**config.mk**
```make
export PLATFORM = sky130hd
export DESIGN_NAME = trap_sequencer
export DESIGN_NICKNAME = d
export VERILOG_FILES = /design/src/rtl/trap_pkg.sv /design/src/rtl/irq_pending_arb.sv /design/src/rtl/trap_sequencer.sv
export SDC_FILE = /design/constraint.sdc
export NUM_CORES = 1
export LEC_CHECK = 0
export CAP_MARGIN = 10
export CELL_PAD_IN_SITES_DETAIL_PLACEMENT = 0
export CELL_PAD_IN_SITES_GLOBAL_PLACEMENT = 1
export CORE_ASPECT_RATIO = 0.7
export CORE_MARGIN = 2
export CORE_UTILIZATION = 33
export CTS_CLUSTER_SIZE = 28
export DETAILED_ROUTE_END_ITERATION = 12
export PLACE_DENSITY_LB_ADDON = 0.1
export SYNTH_ARGS = -nofsm -noshare
export SYNTH_HDL_FRONTEND = slang
export SYNTH_SLANG_ARGS = --single-unit
```
**constraint.sdc**
```tcl
create_clock -name clk_i -period 2.7 [get_ports clk_i]
set_clock_uncertainty 0.2 [all_clocks]
set_input_delay 0.54 -clock clk_i [delete_from_list [all_inputs] [get_ports clk_i]]
set_output_delay 0.54 -clock clk_i [all_outputs]
set_load 0.02 [all_outputs]
```
**src/rtl/trap_pkg.sv**
```systemverilog
// Shared types and constants for the trap sequencer.
// Holds the sequencer state encoding, cause/mode codes and the handler vector
// address helper used by the top-level FSM.
package trap_pkg;

  typedef enum logic [1:0] {
    IDLE    = 2'd0,
    VECTOR  = 2'd1,
    HANDLER = 2'd2,
    RETURN  = 2'd3
  } state_t;

  localparam logic [3:0] CAUSE_SYSCALL = 4'd0;
  localparam logic [3:0] MODE_RUN      = 4'd5;
  localparam logic [3:0] MODE_RESET    = 4'd6;

  // Handler entry point: 26-bit unsigned arithmetic, cause zero-extended
  // before the shift so no bits are lost ahead of the add.
  function automatic logic [25:0] vector_addr(
    input logic [25:0] base,
    input logic [3:0]  cause,
    input int unsigned stride_log2
  );
    return base + (26'(cause) << stride_log2);
  endfunction

endpackage

```
**src/rtl/irq_pending_arb.sv**
```systemverilog
// IRQ edge detector, pending/mask registers and fixed-priority selector.
// Ports: irq lines in, mask write port, take/flush controls from the FSM;
// req/cause describe the best enabled pending line, ack pulses the taken one.
module irq_pending_arb #(
  parameter int unsigned NUM_IRQ = 4
) (
  input  logic               clk,
  input  logic               rst_n,
  input  logic [NUM_IRQ-1:0] irq,
  input  logic               mask_wen,
  input  logic [NUM_IRQ-1:0] mask_dat,
  input  logic               take,      // FSM is taking the selected line this cycle
  input  logic               flush,     // drop all pending requests
  output logic               req,
  output logic [3:0]         cause,     // 1 + index of selected line
  output logic [NUM_IRQ-1:0] ack,
  output logic [NUM_IRQ-1:0] mask
);

  logic [NUM_IRQ-1:0] irq_q;
  logic [NUM_IRQ-1:0] pending;
  logic [NUM_IRQ-1:0] rise;
  logic [NUM_IRQ-1:0] eligible;
  logic [NUM_IRQ-1:0] sel_onehot;
  logic [NUM_IRQ-1:0] taken;
  logic [2:0]         sel_idx;
  logic               found;

  assign rise     = irq & ~irq_q;
  // Pending lines accumulate regardless of mask; the mask only gates selection.
  assign eligible = pending & mask;
  assign req      = |eligible;
  assign cause    = {1'b0, sel_idx} + 4'd1;
  assign taken    = take ? sel_onehot : '0;

  // Lowest index wins.
  always_comb begin
    sel_idx    = '0;
    sel_onehot = '0;
    found      = 1'b0;
    for (int i = 0; i < NUM_IRQ; i++) begin
      if (!found && eligible[i]) begin
        sel_idx       = i[2:0];
        sel_onehot[i] = 1'b1;
        found         = 1'b1;
      end
    end
  end

  always_ff @(posedge clk or negedge rst_n) begin
    if (!rst_n) begin
      irq_q   <= '0;
      pending <= '0;
      mask    <= '1;
      ack     <= '0;
    end else begin
      irq_q <= irq;
      // New mask is visible from the next cycle; this cycle's decision used the old one.
      if (mask_wen) begin
        mask <= mask_dat;
      end
      if (flush) begin
        pending <= '0;
        ack     <= '0;
      end else begin
        // A fresh edge on the line being acked keeps it pending.
        pending <= (pending & ~taken) | rise;
        ack     <= taken;
      end
    end
  end

endmodule

```
**src/rtl/trap_sequencer.sv**
```systemverilog
// Trap entry/exit sequencer: latches syscall/IRQ, saves return PC, issues
// one-cycle jumps into the handler vector and back on eret.
// Ports: mode/pc/syscall/eret from decode, irq lines and mask write port in;
// j_valid/j_addr to fetch, epc/cause/in_handler/irq_ack/mask status out.
module trap_sequencer
  import trap_pkg::*;
#(
  parameter int unsigned NUM_IRQ         = 4,
  parameter int unsigned VEC_STRIDE_LOG2 = 6,
  parameter logic [25:0] HANDLER_BASE    = 26'h4000
) (
  input  logic               clk_i,
  input  logic               reset_n_i,
  input  logic [3:0]         mode_i,
  input  logic [31:0]        pc_plus4_i,
  input  logic               syscall_i,
  input  logic               eret_i,
  input  logic [NUM_IRQ-1:0] irq_i,
  input  logic               mask_wen_i,
  input  logic [NUM_IRQ-1:0] mask_dat_i,
  output logic               j_valid_o,
  output logic [25:0]        j_addr_o,
  output logic [31:0]        epc_o,
  output logic [3:0]         cause_o,
  output logic               in_handler_o,
  output logic [NUM_IRQ-1:0] irq_ack_o,
  output logic [NUM_IRQ-1:0] mask_o
);

  state_t     state;
  logic       run_mode;
  logic       flush;
  logic       arb_req;
  logic [3:0] arb_cause;
  logic       trigger;
  logic       take_irq;
  logic [3:0] next_cause;

  assign run_mode   = (mode_i == MODE_RUN);
  assign flush      = (mode_i == MODE_RESET);
  // Only IDLE in run mode may start a trap; handlers do not nest.
  assign trigger    = (state == IDLE) && run_mode && (syscall_i || arb_req);
  // Syscall outranks interrupts, so an IRQ is only consumed when no syscall.
  assign take_irq   = trigger && !syscall_i;
  assign next_cause = syscall_i ? CAUSE_SYSCALL : arb_cause;

  irq_pending_arb #(
    .NUM_IRQ (NUM_IRQ)
  ) u_arb (
    .clk      (clk_i),
    .rst_n    (reset_n_i),
    .irq      (irq_i),
    .mask_wen (mask_wen_i),
    .mask_dat (mask_dat_i),
    .take     (take_irq),
    .flush    (flush),
    .req      (arb_req),
    .cause    (arb_cause),
    .ack      (irq_ack_o),
    .mask     (mask_o)
  );

  // Outputs are registered alongside the state so j_valid_o is high exactly
  // during VECTOR and RETURN.
  always_ff @(posedge clk_i or negedge reset_n_i) begin
    if (!reset_n_i) begin
      state        <= IDLE;
      j_valid_o    <= 1'b0;
      j_addr_o     <= '0;
      epc_o        <= '0;
      cause_o      <= '0;
      in_handler_o <= 1'b0;
    end else if (flush) begin
      // Reset mode abandons any sequence; epc/cause are kept for inspection.
      state        <= IDLE;
      j_valid_o    <= 1'b0;
      in_handler_o <= 1'b0;
    end else begin
      case (state)
        IDLE: begin
          j_valid_o <= 1'b0;
          if (trigger) begin
            epc_o     <= pc_plus4_i;
            cause_o   <= next_cause;
            j_valid_o <= 1'b1;
            j_addr_o  <= vector_addr(HANDLER_BASE, next_cause, VEC_STRIDE_LOG2);
            state     <= VECTOR;
          end
        end
        VECTOR: begin
          j_valid_o    <= 1'b0;
          in_handler_o <= 1'b1;
          state        <= HANDLER;
        end
        HANDLER: begin
          if (eret_i) begin
            j_valid_o    <= 1'b1;
            j_addr_o     <= epc_o[25:0];
            in_handler_o <= 1'b0;
            state        <= RETURN;
          end
        end
        RETURN: begin
          j_valid_o <= 1'b0;
          state     <= IDLE;
        end
        default: begin
          state <= IDLE;
        end
      endcase
    end
  end

endmodule

```
=== Yosys cells after proc, flatten, opt, wreduce, memory -nomap -nowiden ===
Cells that the tools add are included.

* Add/sub/neg operators: 2
* Eq/ne operators: 9
* Muxes and demuxes: 27
* Bitwise gates (word level): 7
* Reduce and logical (&&, ||, !) cells: 20

{| class="wikitable"
|+ Operators with widths
! operator !! number
|-
| $mux W26 || 2
|-
| $pmux W26 S2 || 1
|-
| $add A15 B10 Y16 const A || 1
|-
| $mux W4 || 4
|-
| $and A4 B4 Y4 || 3
|-
| $mux W1 || 12
|-
| $mux W2 || 5
|-
| $eq A4 B3 Y1 const B || 2
|-
| $not A4 Y4 || 2
|-
| $pmux W2 S4 || 1
|-
| $logic_and A1 B1 Y1 || 6
|-
| $ne A3 B3 Y1 const B || 2
|-
| $eq A2 B2 Y1 const B || 2
|-
| $logic_not A1 Y1 || 4
|-
| $ne A2 B2 Y1 const B || 2
|-
| $or A4 B4 Y4 || 1
|-
| $reduce_and A2 Y1 || 2
|-
| $reduce_and A4 Y1 || 1
|-
| $reduce_or A4 Y1 || 1
|-
| $add A2 B1 Y3 const B || 1
|-
| $pmux W1 S3 || 1
|-
| $reduce_and A3 Y1 || 1
|-
| $reduce_bool A3 Y1 || 1
|-
| $eq A2 B1 Y1 const B || 1
|-
| 6 further kinds || 6
|}

* Register bits: 82
* Bits of input ports: 49
* Output and inout bits: 72
* Word-level logic and storage cells: 75

=== Depth between registers and ports, before layout ===
* Word-level depth: 16
* Gate-level depth with buffers: 8
* Depth with buffers taken out: 7

=== Cells and area by module ===
A second synthesis with hierarchy kept.

* Cell total of the unflattened synthesis: 239
* Area total of the unflattened synthesis: 3301.9 um2

{| class="wikitable"
|+ By module, submodules not included
! module !! instances !! cells each !! area each (um2) !! sequential area each (um2)
|-
| trap_sequencer || 1 || 184 || 2641.3 || 1651.6
|-
| irq_pending_arb || 1 || 55 || 660.6 || 405.4
|}

=== Least setup slack after synthesis ===
Ideal clock, no wire load.

* Kind: in2reg
* Start: in syscall_i
* End: reg j_addr_o[14]
* Setup time: 0.125 ns
* Arrival time: 1.828 ns
* Data required time: 2.375 ns
* Setup slack: 0.547 ns
* Stages on the path: 6
* Path buffers: 2
* Cells stage by stage: clkbuf_1 > a21oi_1 > a211o_1 > o22ai_1 > buf_6 > mux2_2

* Word-level cells in the longest chain between the ends: 4
* Elaborated cells on any way between the ends: 8
* Those cells by class: add/sub: 1; eq/ne: 1; mux: 3; reduce/logical: 3

{| class="wikitable"
|+ Ends and longest elaborated chain
! what !! line !! text
|-
| from (decl) || trap_sequencer.sv:16 || <nowiki>input logic syscall_i,</nowiki>
|-
| $mux W4 or $logic_or A1 B1 Y1 (tied branches) || trap_sequencer.sv:45, trap_sequencer.sv:42 ||
|-
| $add A15 B10 Y16 or $logic_and A1 B1 Y1 (tied branches) || trap_pkg.sv:24, trap_sequencer.sv:42 ||
|-
| $mux W26 or $ne A2 B2 Y1 (tied branches) || n/a ||
|-
| $pmux W26 S2 or $reduce_and A4 Y1 (tied branches) || n/a ||
|-
| to (signal assigned) || trap_sequencer.sv:86 || <nowiki>j_addr_o <= vector_addr(HANDLER_BASE, next_cause, VEC_STRIDE_LOG2);</nowiki>
|-
| to (signal assigned) || trap_sequencer.sv:98 || <nowiki>j_addr_o <= epc_o[25:0];</nowiki>
|-
| to (decl) || trap_sequencer.sv:22 || <nowiki>output logic [25:0] j_addr_o,</nowiki>
|}

Several ways; a longest one is shown, not always the timed one. The select of a mux whose other input is x is not followed.
A chain may end at the register's enable or synchronous reset.

=== Worst setup path in the final report ===
* Start: reg u_arb.mask[1]
* End: out mask_o[1]

{| class="wikitable"
|+ RTL lines
! what !! line !! text
|-
| from (decl) || irq_pending_arb.sv:17 || <nowiki>output logic [NUM_IRQ-1:0] mask</nowiki>
|-
| from (signal assigned) || irq_pending_arb.sv:60 || <nowiki>mask <= mask_dat;</nowiki>
|-
| to (decl) || trap_sequencer.sv:27 || <nowiki>output logic [NUM_IRQ-1:0] mask_o</nowiki>
|}

No word-level cell between the ends.

==> metrics.cfg <==
[status]
status=completed

[global_routing]
antenna_found_initial=0
grt_pass1_wl_mm=13.7
grt.overflow.total=0
grt_pass1_vias=2664
track_usage=0.158
grt_max_degree=60

[sta]
finalCritPeriodShare=0.840
rsz0062_at_grt=no
finalCriticalPeriod_ns=2.27
tns_ns=0
finalSetupViolCount=0
maxSlewViolCount=0
fin_hold_ws_ns=0.282
hold_viol=0
clock.fmax_mhz=441

[logic_synthesis]
synthTopCellsByArea=dfrtp_1 57%, nand2_1 15%, mux2i_1 6.8%, dfstp_2 3.1%, inv_1 3.0%
synth_top_area_frac=0.567
netlist-cell-type-count=33
synth-async-reset-ratio=1.00
synth_edf_count=0
yosys_warnings=0
synthCells=341
synth_nets=394
synth-seq-cells=81
syn-mean-instance-area_sq_um=9.97
ys.flop_type=dfrtp_1
syn_area_sq_um=3400
seq_area_frac_synth=0.598
yosys.area.top_type=dfrtp_1

[clocking]
cts_buffer_depth=2
cts_tree=done
clkSlewWorstSetupHoldPaths_ns=0.06
h-tree-depth=3
cts.sinks=81
cts-root-buf=clkbuf_16
numCtsBuffers=9
clock_latency_ns=0.33
cts_resized=0

[final_layout]
final-seq-area_sq_um=2030
n_fill_cell=892
drive_above_1_share=0.0867
multiInputGateArea_sq_um=1200
n_antenna_cell=0
fin_cells=601
fin_util=0.520
areaGrowthSynthToFinish_pct=51.0
final_nets=521

[power]
power_density_nw_per_um2=1090
ir_drop_uv=519
static-leakage-power_nw=2.28

[floorplan]
rows=30
design.core.area_sq_um=9870
die-area_sq_um=11100
initial_core_util=0.344
io_pins=121
dieWidth_um=125
die_h_um=88.9

[hold_path]
hold_path_end=epc_o[29]
min-delay-start=epc_o[29]
hp-class=reg -> reg
hold_path_depth=2

[critical_path]
required_ns=1.96
cp-start-kind=flip-flop
r2r_cells=6
cpMaxStageDelayCell=clkdlybuf4s50_1
r2r-start=state[0]
rr_endpoint=j_addr_o[8]
path_cells=clkdlybuf4s50_1
startpoint=u_arb.mask[1]
critPathMaxStageDelay_ns=0.62
arrival_ns=1.53
crit_path_end_kind=output pin
cp_top_family=buffers and inverters
criticalPathCategory=reg -> out
critPathMaxFanout=6
r2r_setup_slack_ns=0.48
critPathBufInv=1

[placement]
place.port_buffers=119
hpwl_mm=5.90
dp.cells=584
place.gp.congestion=0.770

[routing]
drtPass1Iterations=6
routed_wl_mm=8.29
vias=2680
first_iter_violations=100
wire_per_inst_um=13.8
drc=0
ant_nets=0
vias_per_cell=4.46

[run]
drv_cap=0

power by group:
part           switching [mW]  internal, mW
logic                    1.20          1.12
registers               0.316          1.67
clock network           0.473         0.808
total                    1.99          3.60
layout by cell type (no fill, tap or decap), types with 2 or more instances in the layout:
| cell type | count |
|---|---|
| buf_12 | 3 |
| nand3_1 | 2 |
| mux2_2 | 7 |
| clkbuf_1 | 2 |
| bufinv_16 | 2 |
| a21oi_1 | 7 |
| clkbuf_16 | 9 |
| ha_1 | 4 |
| o21ai_0 | 8 |
| buf_4 | 9 |
| clkdlybuf4s50_1 | 118 |
| nand2_1 | 134 |
| nand2b_1 | 8 |
| inv_1 | 27 |
| o31ai_1 | 3 |
| nor2_1 | 6 |
| clkinvlp_4 | 2 |
| dfrtp_1 | 77 |
| mux2i_1 | 23 |
| dfstp_2 | 4 |
state kept, by name (all words and copies together), names as in the netlist:
| signal | cells |
|---|---|
| u_arb.pending | 4 |
| j_addr_o | 26 |
| j_valid_o | 1 |
| u_arb.ack | 4 |
| u_arb.mask | 4 |
| u_arb.irq_q | 4 |
| in_handler_o | 1 |
| epc_o | 32 |
| cause_o | 3 |
| state | 2 |
metal layers:
metal | wire length [um] | track usage | vias to the layer above
met4 | 69 | 0.0364 | 0
met5 | 0 | 0 | -
li1 | - | - | 1335
met3 | 662 | 0.0706 | 7
met2 | 3420 | 0.233 | 89
met1 | 4140 | 0.215 | 1249
Yosys cell counts (all sizes together) (2+ instances only):
master / count
a21oi: 7
buf: 7
clkbuf: 8
dfrtp: 77
dfstp: 4
ha: 4
inv: 27
mux2: 7
mux2i: 23
nand2: 134
nand2b: 8
nand3: 2
nor2: 6
o21ai: 8
o31ai: 3
timing repair:
action | in CTS | in global routing
buffers inserted | 0 | 0
endpoints found under the hold margin | 18 | 0
hold buffers | 1 | 0
area by class of cell:
cell class,count,area share
Clock buffer,11,0.0454
Inverter,27,0.0198
Timing Repair Buffer,131,0.257
Multi-Input combinational cell,218,0.235
Sequential cell,81,0.396
Clock inverter,5,0.0156
Tap cell,128,0.0312
metrics by stage:
| step | cell area [sq um] | total power [mW] | setup WS (ns) |
|---|---|---|---|
| 2_1_floorplan | 3400 | 3.12 | 0.547 |
| 3_3_place_gp | 4810 | 4.33 | 0.148 |
| 3_5_place_dp | 4810 | 4.36 | 0.118 |
| 4_1_cts | 5130 | 5.68 | 0.414 |
| 5_1_grt | 5130 | 5.94 | 0.337 |
| 6_report | 5130 | 5.59 | 0.433 |
logic make-up after synthesis:
| kind of cell | count (synthesis) | synth area share |
|---|---|---|
| simple gates | 156 | 0.187 |
| fa+ha+maj | 4 | 0.0147 |
| buf+inv | 42 | 0.0552 |
| compound gates | 27 | 0.0527 |
| other cells | 1 | 0.00110 |
| mux | 30 | 0.0909 |
| flops | 81 | 0.598 |
worst max-delay path by stage:
stage,to,slack [ns],cells past startpoint
after floorplan,j_addr_o[14],0.55,6
after global placement,j_addr_o[14],0.15,5
after detailed placement,j_addr_o[7],0.12,5
after CTS,mask_o[1],0.41,1
after global routing,j_addr_o[5],0.34,7
final,mask_o[1],0.43,1
No activity file was read; power rests on OpenSTA's default activity.
